### src/rtl/rd_req_arbiter_if.sv
// Handshake bundle between the requester blocks, the round-robin
// arbiter and the shared read-cycle engine.
//   master : arbiter side (drives grants, go, done/err, busy)
//   slave  : requester/engine side (drives req and ds)
interface rd_req_arbiter_if #(
  parameter int NREQ = 4,
  parameter int IDW  = 2
) ();
  logic [NREQ-1:0] req;
  logic [NREQ-1:0] gnt;
  logic [IDW-1:0]  sel;
  logic [NREQ-1:0] done;
  logic [NREQ-1:0] err;
  logic            go;
  logic            ds;
  logic            busy;

  modport master (
    input  req, ds,
    output gnt, sel, done, err, go, busy
  );

  modport slave (
    output req, ds,
    input  gnt, sel, done, err, go, busy
  );
endinterface

### src/rtl/rd_req_arbiter.sv
// Round-robin arbiter/sequencer sharing one read-cycle engine among NREQ
// requesters. A grant issues one go pulse, waits for ds, then pulses
// done to the granted requester. The just-served requester becomes
// lowest priority.
// Optional watchdog: define RD_ARB_WATCHDOG_EN to abort a WAIT that lasts
// WDOG_CYCLES cycles without ds; the requester then gets err instead of done.
module rd_req_arbiter #(
  parameter int NREQ        = 4,
  parameter int IDW         = 2,
  parameter int WDOG_CYCLES = 64
) (
  input  logic              clk,
  input  logic              rst_n,
  rd_req_arbiter_if.master  bus
);

  typedef enum logic [3:0] {
    IDLE = 4'b0001,
    GO   = 4'b0010,
    WAIT = 4'b0100,
    DONE = 4'b1000
  } state_t;

  state_t          state_reg, state_next;
  logic [NREQ-1:0] gnt_reg, gnt_next;
  logic [NREQ-1:0] done_reg, done_next;
  logic [NREQ-1:0] err_reg, err_next;
  logic [IDW-1:0]  sel_reg, sel_next;
  logic [IDW-1:0]  ptr_reg, ptr_next;
  logic            go_reg, go_next;
  logic            busy_reg, busy_next;
  logic [IDW-1:0]  scan_idx;
  logic [IDW-1:0]  pick;
  logic            found;
  logic            timeout;

  // Parameter sanity check at elaboration
  if (NREQ < 2 || NREQ > 8 || IDW != $clog2(NREQ) || WDOG_CYCLES < 1) begin : g_bad_params
    $error("rd_req_arbiter: NREQ/IDW/WDOG_CYCLES out of range");
  end

  // Round-robin pick: first set req bit scanning upward from ptr+1 with wrap
  always_comb begin
    found    = 1'b0;
    pick     = '0;
    scan_idx = '0;
    for (int i = 1; i <= NREQ; i++) begin
      scan_idx = IDW'((int'(ptr_reg) + i) % NREQ);
      if (!found && bus.req[scan_idx]) begin
        found = 1'b1;
        pick  = scan_idx;
      end
    end
  end

`ifdef RD_ARB_WATCHDOG_EN
  localparam int WDW = $clog2(WDOG_CYCLES + 1);

  logic [WDW-1:0] wdog_reg, wdog_next;

  // Watchdog count: zero outside WAIT, +1 per WAIT cycle
  always_comb begin
    wdog_next = '0;
    if (state_reg == WAIT) begin
      wdog_next = wdog_reg + 1'b1;
    end
  end

  // Watchdog counter register
  always_ff @(posedge clk or negedge rst_n) begin
    if (!rst_n) begin
      wdog_reg <= '0;
    end else begin
      wdog_reg <= wdog_next;
    end
  end

  // Limit is reached at the end of this WAIT cycle; a same-cycle ds wins
  assign timeout = (state_reg == WAIT) && !bus.ds &&
                   (wdog_reg == WDW'(WDOG_CYCLES - 1));
`else
  assign timeout = 1'b0;
`endif

  // Next state plus outputs decoded from the next state
  always_comb begin
    state_next = state_reg;
    gnt_next   = gnt_reg;
    sel_next   = sel_reg;
    ptr_next   = ptr_reg;
    done_next  = '0;
    err_next   = '0;
    case (state_reg)
      IDLE: begin
        if (found) begin
          state_next     = GO;
          gnt_next       = '0;
          gnt_next[pick] = 1'b1;
          sel_next       = pick;
        end
      end
      GO: begin
        state_next = WAIT;
      end
      WAIT: begin
        // ds matters only here; stray strobes elsewhere are dropped
        if (bus.ds || timeout) begin
          state_next = DONE;
        end
      end
      DONE: begin
        state_next = IDLE;
        gnt_next   = '0;
        ptr_next   = sel_reg;
      end
      default: begin
        state_next = IDLE;
        gnt_next   = '0;
      end
    endcase
    go_next   = (state_next == GO);
    busy_next = (state_next != IDLE);
    if (state_next == DONE) begin
      if (timeout) begin
        err_next = gnt_reg;
      end else begin
        done_next = gnt_reg;
      end
    end
  end

  // State and registered outputs
  always_ff @(posedge clk or negedge rst_n) begin
    if (!rst_n) begin
      state_reg <= IDLE;
      gnt_reg   <= '0;
      sel_reg   <= '0;
      ptr_reg   <= IDW'(NREQ - 1);
      done_reg  <= '0;
      err_reg   <= '0;
      go_reg    <= 1'b0;
      busy_reg  <= 1'b0;
    end else begin
      state_reg <= state_next;
      gnt_reg   <= gnt_next;
      sel_reg   <= sel_next;
      ptr_reg   <= ptr_next;
      done_reg  <= done_next;
      err_reg   <= err_next;
      go_reg    <= go_next;
      busy_reg  <= busy_next;
    end
  end

  assign bus.gnt  = gnt_reg;
  assign bus.sel  = sel_reg;
  assign bus.done = done_reg;
  assign bus.err  = err_reg;
  assign bus.go   = go_reg;
  assign bus.busy = busy_reg;

endmodule

### src/flat_wrapper.sv
// flat-port wrapper written by rule: the top's interface ports become plain ports
module rd_req_arbiter_flat 
#(
  parameter int NREQ        = 4,
  parameter int IDW         = 2,
  parameter int WDOG_CYCLES = 64
)
  (clk, rst_n, bus_req, bus_ds, bus_gnt, bus_sel, bus_done, bus_err, bus_go, bus_busy);
  rd_req_arbiter_if #(.NREQ(NREQ), .IDW(IDW)) bus_i ();
  input  logic clk;
  input  logic rst_n;
  input wire logic [$bits(bus_i.req)-1:0] bus_req;
  input wire logic [$bits(bus_i.ds)-1:0] bus_ds;
  output wire logic [$bits(bus_i.gnt)-1:0] bus_gnt;
  output wire logic [$bits(bus_i.sel)-1:0] bus_sel;
  output wire logic [$bits(bus_i.done)-1:0] bus_done;
  output wire logic [$bits(bus_i.err)-1:0] bus_err;
  output wire logic [$bits(bus_i.go)-1:0] bus_go;
  output wire logic [$bits(bus_i.busy)-1:0] bus_busy;
  assign bus_i.req = bus_req;
  assign bus_i.ds = bus_ds;
  assign bus_gnt = bus_i.gnt;
  assign bus_sel = bus_i.sel;
  assign bus_done = bus_i.done;
  assign bus_err = bus_i.err;
  assign bus_go = bus_i.go;
  assign bus_busy = bus_i.busy;
  rd_req_arbiter #(.NREQ(NREQ), .IDW(IDW), .WDOG_CYCLES(WDOG_CYCLES)) u_core (.clk(clk), .rst_n(rst_n), .bus(bus_i));
endmodule
### config.mk
export PLATFORM = sky130hd
export DESIGN_NAME = rd_req_arbiter_flat
export DESIGN_NICKNAME = d
export VERILOG_FILES = /design/src/rtl/rd_req_arbiter_if.sv /design/src/rtl/rd_req_arbiter.sv /design/src/flat_wrapper.sv
export SDC_FILE = /design/constraint.sdc
export NUM_CORES = 1
export LEC_CHECK = 0
export BUFFER_PORTS_ARGS = -buffer_cell sky130_fd_sc_hd__buf_4
export CORE_ASPECT_RATIO = 0.9
export CORE_MARGIN = 2
export CORE_UTILIZATION = 49
export DETAILED_ROUTE_END_ITERATION = 10
export GPL_TIMING_DRIVEN = 1
export HOLD_SLACK_MARGIN = 0.06
export PLACE_DENSITY = 0.73
export REMOVE_ABC_BUFFERS = 1
export SLEW_MARGIN = 0
export SYNTH_ARGS = -nofsm -noshare
export SYNTH_HDL_FRONTEND = slang
export SYNTH_SLANG_ARGS = --single-unit
### constraint.sdc
create_clock -name clk -period 2.13 [get_ports clk]
set_input_delay 0.3195 -clock clk [delete_from_list [all_inputs] [get_ports clk]]
set_output_delay 0.3195 -clock clk [all_outputs]
set_load 0.02 [all_outputs]
==> flow_summary.ini, run 1 <==
[status]
status = finished clean

[timing]
tns_ns = 0
period_share_pct = 77.16
rsz0062_at_grt = false
setup_violations = 0
min_period_ns = 1.643
timing_hold_violations_final = 0
max_freq_ghz = 0.6085
drv_slew = 0
fin_skew_ns = 0.003377

[layout]
final_cell_mix = 18 x buf_4, 15 x dfrtp_1
area_growth_pct = 23.33
diodes = 0
fin_util_pct = 62.52
mostFrequentLayoutCell = buf_4
drive_gt1_share_pct = 33.68
nets = 103

[synthesis]
synth_top_area_cell = dfrtp_1
synth_top_area_share_pct = 45.45
synthesis.area_um2 = 825.8
seq_area_frac_synth_pct = 55.00
syn_avg_cell_area_um2 = 11.31
ys_warn_count = 0
yosys-top-cells-area = dfrtp_1 45%, dfstp_2 9.5%, a22o_1 4.2%
syn_inst = 73
ys_seq_elements = 18
synthDistinctLibCells = 29

[worst_setup_path]
crit_buf_inv = 1
critPathTopFamily = flip-flops
worstPathRequired_ns = 2.36
crit_fanout = 4
crit_arrival_ns = 1.87
crit_path_start_kind = register
cp-end-kind = register
slowest_stage = dfstp_2
critPathMaxStageDelay_ns = 0.57
worstReg2RegEnd = u_core.bus.gnt[0]
crit_start = u_core.state_reg[0]
crit_chain = inv_1 > or4_4 > a31oi_4 > a22o_1
reg2reg_depth = 4
r2r_slack_ns = 0.49
crit_type = reg -> reg
r2r-start = u_core.state_reg[0]

[grt]
track_usage_pct = 18.91
grt_pass1_vias = 602
grt_start_max_net_pins = 19
grt_pass1_wl_um = 2753
antenna_found_initial = 0
grt-ovfl-total = 0

[clock_tree]
cts_max_path_buffers = 2
clk_pin_slew_ns = 0.10
ctsRootBufferMaster = clkbuf_4
clkSinkCount = 18
hold_buffers = 1
cts_tree = yes
cts_buffers = 3
clk_latency_ns = 0.28
cts_resized = 0
post-cts-setup-buffers = 0
htreeDepth = 1

[floorplanning]
die_area_mm2 = 0.002030
start_util_pct = 50.69
rows = 14
core-area_mm2 = 0.001629
die_h_um = 42.95
die_w_um = 47.27
io_pins = 23

[drt]
ant_nets = 0
wirelength_um = 1562
first_pass_iters = 4
first_iter_violations = 12
wl_per_cell_um = 13.13
viasPerCell = 4.983
route.detailed.drc = 0
vias = 593

[worst_hold_path]
min_from = bus_ds
holdPathEnd = u_core.state_reg[2]
worstHoldPathCells = 4
hold_class = in -> reg

[power_and_ir_drop]
power.density_mw_per_mm2 = 1312
ir_drop_mv = 0.7398
leakagePower_nw = 0.5134

[place]
io_buffers = 18
place_congestion = 0.7613
hpwl_um = 1155

[flow_run]
cap_violations = 0
-- synth_stat cells (all sizes together) --
library cell and n:
a21boi 1, nor3 2, o21ai 2, nand3b 1
and2b 1, and2 4, inv 4, and3 1
dfstp 3, a31oi 2, mux2i 1, a21o 4
or4 2, a22o 4, nor3b 1, conb 1
buf 4, nor2 4, o22a 1, nand2 4
a21oi 2, mux2 2, nand3 2, dfrtp 15
o21a 1, nand2b 3, nor2b 1
-- layout make-up --
| type | instances | area, um^2 |
|---|---|---|
| Clock buffer | 4 | 36.28 |
| Inverter | 4 | 15.01 |
| Sequential cell | 18 | 454.2 |
| Timing Repair Buffer | 19 | 145.1 |
| Tap cell | 24 | 30.03 |
| Fill cell | 147 | 610.6 |
| Multi-Input combinational cell | 50 | 337.8 |
-- power breakdown --
part           switching, mW  internal [mW]
clock network          0.103          0.104
registers              0.104          0.471
logic                  0.298          0.256
-- stage by stage --
step	setup slack (ns)	cell area, um^2	hold slack (ns)	total power [mW]	instances
2_1_floorplan	0.4380	807.0	0.02391	0.9303	72
3_3_place_gp	0.2682	972.2	0.1919	1.111	114
3_5_place_dp	0.2127	972.2	0.2002	1.129	114
4_1_cts	0.4922	1018	0.3348	1.340	119
5_1_grt	0.4183	1018	0.3722	1.436	119
6_report	0.4866	1018	0.3446	1.336	119
-- worst reg2reg max path: stages, from the launching register on --
cell	delay (ns)
dfstp_2	0.57
inv_1	0.07
or4_4	0.52
a31oi_4	0.25
a22o_1	0.17
-- worst max path at each step --
stage / to / slack (ns) / depth (start not counted)
3_3_place_gp: u_core.bus.gnt[1] / 0.27 / 5
5_1_grt: u_core.bus.gnt[0] / 0.42 / 4
2_1_floorplan: u_core.bus.gnt[1] / 0.44 / 4
3_5_place_dp: u_core.bus.gnt[0] / 0.21 / 5
6_report: u_core.bus.gnt[0] / 0.49 / 4
4_1_cts: u_core.bus.gnt[0] / 0.49 / 4
-- per-layer routing --
metal | global-route usage [%] | part of all wire [%] | vias to the layer above
li1 | - | - | 290
met1 | 28.57 | 46 | 285
met2 | 28.11 | 48 | 16
met3 | 2.553 | 4.2 | 2
met4 | 5.000 | 0.77 | 0
met5 | 0 | 0 | -
-- cell families after synthesis --
group                  synth area share [%]
flip-flops                            55.00
AND/OR/NAND/NOR                       18.49
other                                0.4541
multiplexers                          3.939
AO/OA/AOI/OAI                         16.67
buffers and inverters                 5.454
Power figures use the tool's default switching activity.
==> run 2: changes to the inputs <==
ABC_AREA = 1   (was not set)
CORE_UTILIZATION = 50   (was 49)
PLACE_DENSITY = 0.72   (was 0.73)
clock period = 1.7 ns   (was 2.13 ns; I/O delays follow)
==> run 2 against run 1 <==
Compared with the run above: synthesized cell count rose by 81%; core utilization grew 4.9 points; worst setup slack lost 0.42 ns; non-clock buffer count is 7 higher; register-to-register slack got worse by 0.42 ns; final area up 27%; first-iteration DRC count unchanged; final cell count rose by 56%; worst hold slack got worse by 0.19 ns; fmax grew 0.40%; die area rose by 18%; critical endpoint is now u_core.bus.gnt[2].
==> flow_summary.ini, run 2 <==
[clock_tree]
clkSinkCount = 18
cts_tree = yes
htreeDepth = 1
cts_max_path_buffers = 2
clk_pin_slew_ns = 0.10
cts_buffers = 3
ctsRootBufferMaster = clkbuf_4
clk_latency_ns = 0.29

[floorplanning]
die_h_um = 46.71
rows = 15
die_w_um = 51.46
die_area_mm2 = 0.002403
start_util_pct = 52.94
io_pins = 23
core-area_mm2 = 0.001914

[worst_setup_path]
crit_chain = buf_4 > nand2_1 > nand3_1 > nand2_1 > nor2_4 > nand2_1 > nor2_2 > nor2_4 > inv_1 > nand3_1 > nand2_1
critPathTopFamily = simple AND/OR/NAND/NOR gates
slowest_stage = dfstp_2
cp-end-kind = register
crit_fanout = 5
crit_cells = 11
worstPathRequired_ns = 1.94
crit_type = reg -> reg
reg2reg_depth = 11
crit_arrival_ns = 1.88
crit_top_cell = nand2_1
crit_buf_inv = 2
critPathMaxStageDelay_ns = 0.59
crit_path_start_kind = register

[synthesis]
ys_seq_elements = 18
synth_commonest_cells = 43 x nand2_1, 17 x inv_1, 15 x dfrtp_1, 11 x nor2_1, 7 x nand3_1
seq_area_frac_synth_pct = 44.81
yosys-top-cells-area = dfrtp_1 37%, nand2_1 16%, dfstp_2 7.8%
synth_most_common_cell = nand2_1
synth_edf_count = 0
synth_ff_type = dfrtp_1
synth_top_area_share_pct = 37.04
synthesis.area_mm2 = 0.001013
synthArstFlopShare_pct = 100.0
ys_warn_count = 0
synthDistinctLibCells = 21
syn_avg_cell_area_um2 = 7.678
synth_top_area_cell = dfrtp_1
syn_inst = 132

[timing]
timing_hold_violations_final = 0
drv_slew = 0
max_freq_ghz = 0.6109
setup_violations = 0
fin_skew_ns = 0.01090
period_share_pct = 96.29
rsz0062_at_grt = true
tns_ns = 0
holdWs_ns = 0.1522
min_period_ns = 1.637

[power_and_ir_drop]
comb_power_share_pct = 63.6
p_sw_mw = 1.170
p_total_mw = 2.443
p_sw_share_pct = 47.87
seqPwrFrac_pct = 27.8
leakagePower_nw = 0.7416
p_int_mw = 1.274
power.density_mw_per_mm2 = 1894
pwr-share-clk_pct = 8.6
ir_drop_mv = 1.211

[drt]
wirelength_um = 1998
ant_nets = 0
first_pass_iters = 4
wl_per_cell_um = 10.74
route.detailed.drc = 0
first_iter_violations = 12
vias = 883
viasPerCell = 4.747

[layout]
final_cell_mix = 36 x nand2_1, 25 x buf_4, 17 x inv_1, 15 x dfrtp_1, 11 x nor2_1
fin_cells = 186
mostFrequentLayoutCell = nand2_1
drive_gt1_share_pct = 37.89
final.fill_count = 161
diodes = 0
seqCellArea_um2 = 454.2
area_growth_pct = 27.28
nets = 169
multi_input_area_um2 = 495.5

[grt]
grt_start_max_net_pins = 19
antenna_found_initial = 0
grt_pass1_vias = 777
grt-ovfl-total = 0
grt_pass1_wl_um = 3256
track_usage_pct = 18.42

[place]
place_congestion = 0.9664
dp.cells = 175
io_buffers = 18
hpwl_um = 1469

[status]
status = finished clean

[worst_hold_path]
hold_class = in -> reg
worstHoldPathCells = 2

[flow_run]
cap_violations = 0
## run 2: changes by cell type in the layout (fill, tap and decap cells not counted), sizes merged, moves of 3 or more
cell / delta
nand2: +50
inv: +18
nor2: +11
buf: +7
nand3: +6
a21o: -4
a22o: -4
and2: -4
nand2b: -3
## run 2: worst reg2reg max path, cell delays in order, from the launching register on
cell	delay, ns
dfstp_2	0.59
buf_4	0.13
nand2_1	0.07
nand3_1	0.09
nand2_1	0.09
nor2_4	0.14
nand2_1	0.09
nor2_2	0.13
nor2_4	0.05
inv_1	0.06
nand3_1	0.07
nand2_1	0.06
## run 2: path summary, 6_finish.rpt
check | startpoint | slack, ns | endpoint
worst max register to register | u_core.ptr_reg[0] | 0.06 | u_core.bus.gnt[2]
worst min register to register | u_core.bus.gnt[0] | 0.51 | u_core.bus.done[0]
worst max-delay path | u_core.ptr_reg[0] | 0.06 | u_core.bus.gnt[2]
worst min-delay path | bus_ds | 0.15 | u_core.state_reg[2]
max in group asynchronous | rst_n | 1.07 | u_core.ptr_reg[1]
min in group asynchronous | rst_n | 0.35 | u_core.bus.busy
## run 2: stage by stage
step / area (um^2) / util, % / setup WS (ns)
2_1_floorplan: 994.7 / - / 0.1941
5_1_grt: 1290 / 67.39 / -0.06455
3_3_place_gp: 1169 / 61.05 / 0.1039
4_1_cts: 1205 / 62.94 / 0.05722
3_5_place_dp: 1169 / 61.05 / 0.05732
6_report: 1290 / 67.39 / 0.06312
## run 2: logic make-up (layout without fill, tap and decap cells)
kind of cell	after synthesis	after routing	synth area share, %
AND/OR/NAND/NOR	80	80	39.88
buffers and inverters	26	52	11.11
flip-flops	18	18	44.82
AO/OA/AOI/OAI	7	7	3.826
other	1	4	0.3700
## run 2: power groups by stage
stage                     sequential, mW  clock (mW)  combinational [mW]
after floorplan                    0.758           0               0.939
after global placement             0.693           0                1.30
after detailed placement           0.701           0                1.31
after CTS                          0.694       0.222                1.33
after global routing               0.699       0.237                1.72
final                              0.678       0.211                1.55
## run 2: cell type report
class	instances	share of cell area, %
Multi-Input combinational cell	91	38.41
Sequential cell	18	35.21
Timing Repair Buffer	26	15.32
Inverter	22	6.596
Tap cell	25	2.425
Clock buffer	4	2.037
## run 2: repair_timing
| action | 4_1_cts | 5_1_grt |
|---|---|---|
| endpoints found under the setup margin | 0 | 5 |
| buffers inserted | 0 | 6 |
| hold endpoints to repair | 16 | 0 |
| hold buffers | 1 | 0 |
| resized for setup | 0 | 12 |
## run 2: routing by layer
metal | up-vias | global-route usage [%] | routed length, um
li1 | 449 | - | -
met1 | 406 | 24.80 | 926
met2 | 26 | 30.00 | 951
met3 | 2 | 5.844 | 111
met4 | 0 | 3.158 | 9
met5 | - | 0 | 0
==> run 3: changes to the inputs <==
ABC_AREA = not set   (was 1)
CORE_UTILIZATION = 49   (was 50)
PLACE_DENSITY = 0.73   (was 0.72)
==> run 3 against run 2 <==
Compared with the run above: worst setup slack better by 0.015 ns; sequential share of layout area is 7.8 points higher; first-iteration DRC count is 8.3% higher; fmax is 0.95% higher; global-route usage is 0.22 points lower; worst hold slack better by 0.12 ns; count of clock-buffer cells in the layout stayed put; combinational power is 54% lower; sequential power is 6.9% higher; register-to-register slack better by 0.02 ns; core utilization is 2.6 points lower; via count is 29% lower.
==> flow_summary.ini, run 3 (synthesis gave the netlist of run 1 again) <==
[clock_tree]
post-cts-setup-buffers = 0
cts_buffers = 3
cts_tree = yes
clkSinkCount = 18
clk_latency_ns = 0.29
ctsRootBufferMaster = clkbuf_4
htreeDepth = 1
clk_pin_slew_ns = 0.10
cts_max_path_buffers = 2

[worst_setup_path]
crit_chain = inv_1 > or4_4 > a31oi_4 > a22o_1
worstPathRequired_ns = 1.93
critPathMaxStageDelay_ns = 0.57
crit_arrival_ns = 1.86
reg2reg_depth = 4
cp-end-kind = register
crit_buf_inv = 1
worstReg2RegEnd = u_core.bus.gnt[1]
crit_type = reg -> reg
r2r-start = u_core.state_reg[0]
crit_fanout = 4
critPathTopFamily = flip-flops
slowest_stage = dfstp_2
crit_path_start_kind = register
r2r_slack_ns = 0.08

[layout]
diodes = 0
design_area_mm2 = 0.001056
seqCellArea_um2 = 454.2
nets = 108
multi_input_area_um2 = 337.8
final_cell_mix = 23 x buf_4, 15 x dfrtp_1
mostFrequentLayoutCell = buf_4
area_growth_pct = 27.88
final.fill_count = 146
drive_gt1_share_pct = 37.00

[power_and_ir_drop]
p_total_mw = 1.701
ir_drop_mv = 0.9745
power.density_mw_per_mm2 = 1611
leakagePower_nw = 0.5379

[place]
io_buffers = 18
post_dp_cell_area_mm2 = 0.001010
pre_cts_ws_ns = -0.1230
hpwl_um = 1204
place_congestion = 0.8386

[timing]
max_freq_ghz = 0.6168
drv_slew = 0
min_period_ns = 1.621
setup_violations = 0
period_share_pct = 95.38
rsz0062_at_grt = false
fin_ws_ns = 0.07860
fin_skew_ns = 0.002812
holdWs_ns = 0.2742
tns_ns = 0
timing_hold_violations_final = 0

[grt]
track_usage_pct = 18.20
antenna_found_initial = 0
grt_start_max_net_pins = 19
grt_pass1_wl_um = 2615
grt_pass1_vias = 607
grt-ovfl-total = 0

[drt]
wl_per_cell_um = 12.58
vias = 624
viasPerCell = 5.032
wirelength_um = 1560
first_iter_violations = 13
ant_nets = 0
route.detailed.drc = 0
first_pass_iters = 4

[floorplanning]
start_util_pct = 50.69
die_area_mm2 = 0.002030
io_pins = 23
core-area_mm2 = 0.001629
die_h_um = 42.95
rows = 14
die_w_um = 47.27

[worst_hold_path]
worstHoldPathCells = 4
min_from = bus_ds
holdPathEnd = u_core.state_reg[2]
hold_class = in -> reg

[status]
status = finished clean

[flow_run]
cap_violations = 0
run 3: cell count changes in the layout (fill, tap and decap cells not counted), sizes merged, moves of 3 or more:
| cell | delta |
|---|---|
| a22o | +4 |
| and2 | +4 |
| nand2 | -50 |
| inv | -18 |
| a21o | +4 |
| nand2b | +3 |
| nor2 | -11 |
| nand3 | -6 |
run 3: power breakdown:
part,switching (mW),total [mW],leakage (nW),internal [mW]
Sequential,0.135,0.725,0.230,0.590
Clock,0.134,0.264,0.0210,0.130
Combinational,0.365,0.712,0.286,0.346
run 3: per-stage QoR:
| stage | utilization, % | cells |
|---|---|---|
| final | 64.82 | 124 |
| after global routing | 64.82 | 124 |
| after CTS | 64.82 | 124 |
| after detailed placement | 61.98 | 119 |
| after global placement | 61.98 | 119 |
| after floorplan | - | 72 |
run 3: worst max path at each step:
stage	start	to	slack, ns	cells past startpoint
4_1_cts	u_core.state_reg[0]	u_core.bus.gnt[1]	0.07	4
3_5_place_dp	bus_req[1]	u_core.bus.gnt[1]	-0.12	5
5_1_grt	u_core.state_reg[0]	u_core.bus.gnt[1]	0.02	4
3_3_place_gp	bus_req[1]	u_core.bus.gnt[1]	-0.09	5
2_1_floorplan	bus_req[1]	u_core.bus.gnt[1]	0.07	4
6_report	u_core.state_reg[0]	u_core.bus.gnt[1]	0.08	4
run 3: worst register-to-register path, stage by stage (launching register included):
cell,delay (ns)
dfstp_2,0.57
inv_1,0.07
or4_4,0.52
a31oi_4,0.24
a22o_1,0.16
run 3: final cells by class:
class	count	share of cell area (%)
timing repair buffer	24	17.30
inverter	4	1.422
sequential	18	43.01
multi-input combinational	50	31.99
clock buffer	4	3.436
tap	24	2.844
run 3: timing repair:
| item | 4_1_cts | 5_1_grt |
|---|---|---|
| resized for setup | 0 | 0 |
| hold endpoints to repair | 18 | 0 |
| hold buffers | 1 | 0 |
run 3: layer usage:
layer | vias up | track usage (%) | wire, um | part of all wire (%)
met5 | - | 0 | 0 | 0
met4 | 0 | 5.000 | 0 | 0
met3 | 0 | 3.830 | 55 | 3.5
met2 | 16 | 28.11 | 741 | 48
met1 | 307 | 25.48 | 764 | 49
li1 | 301 | - | - | -
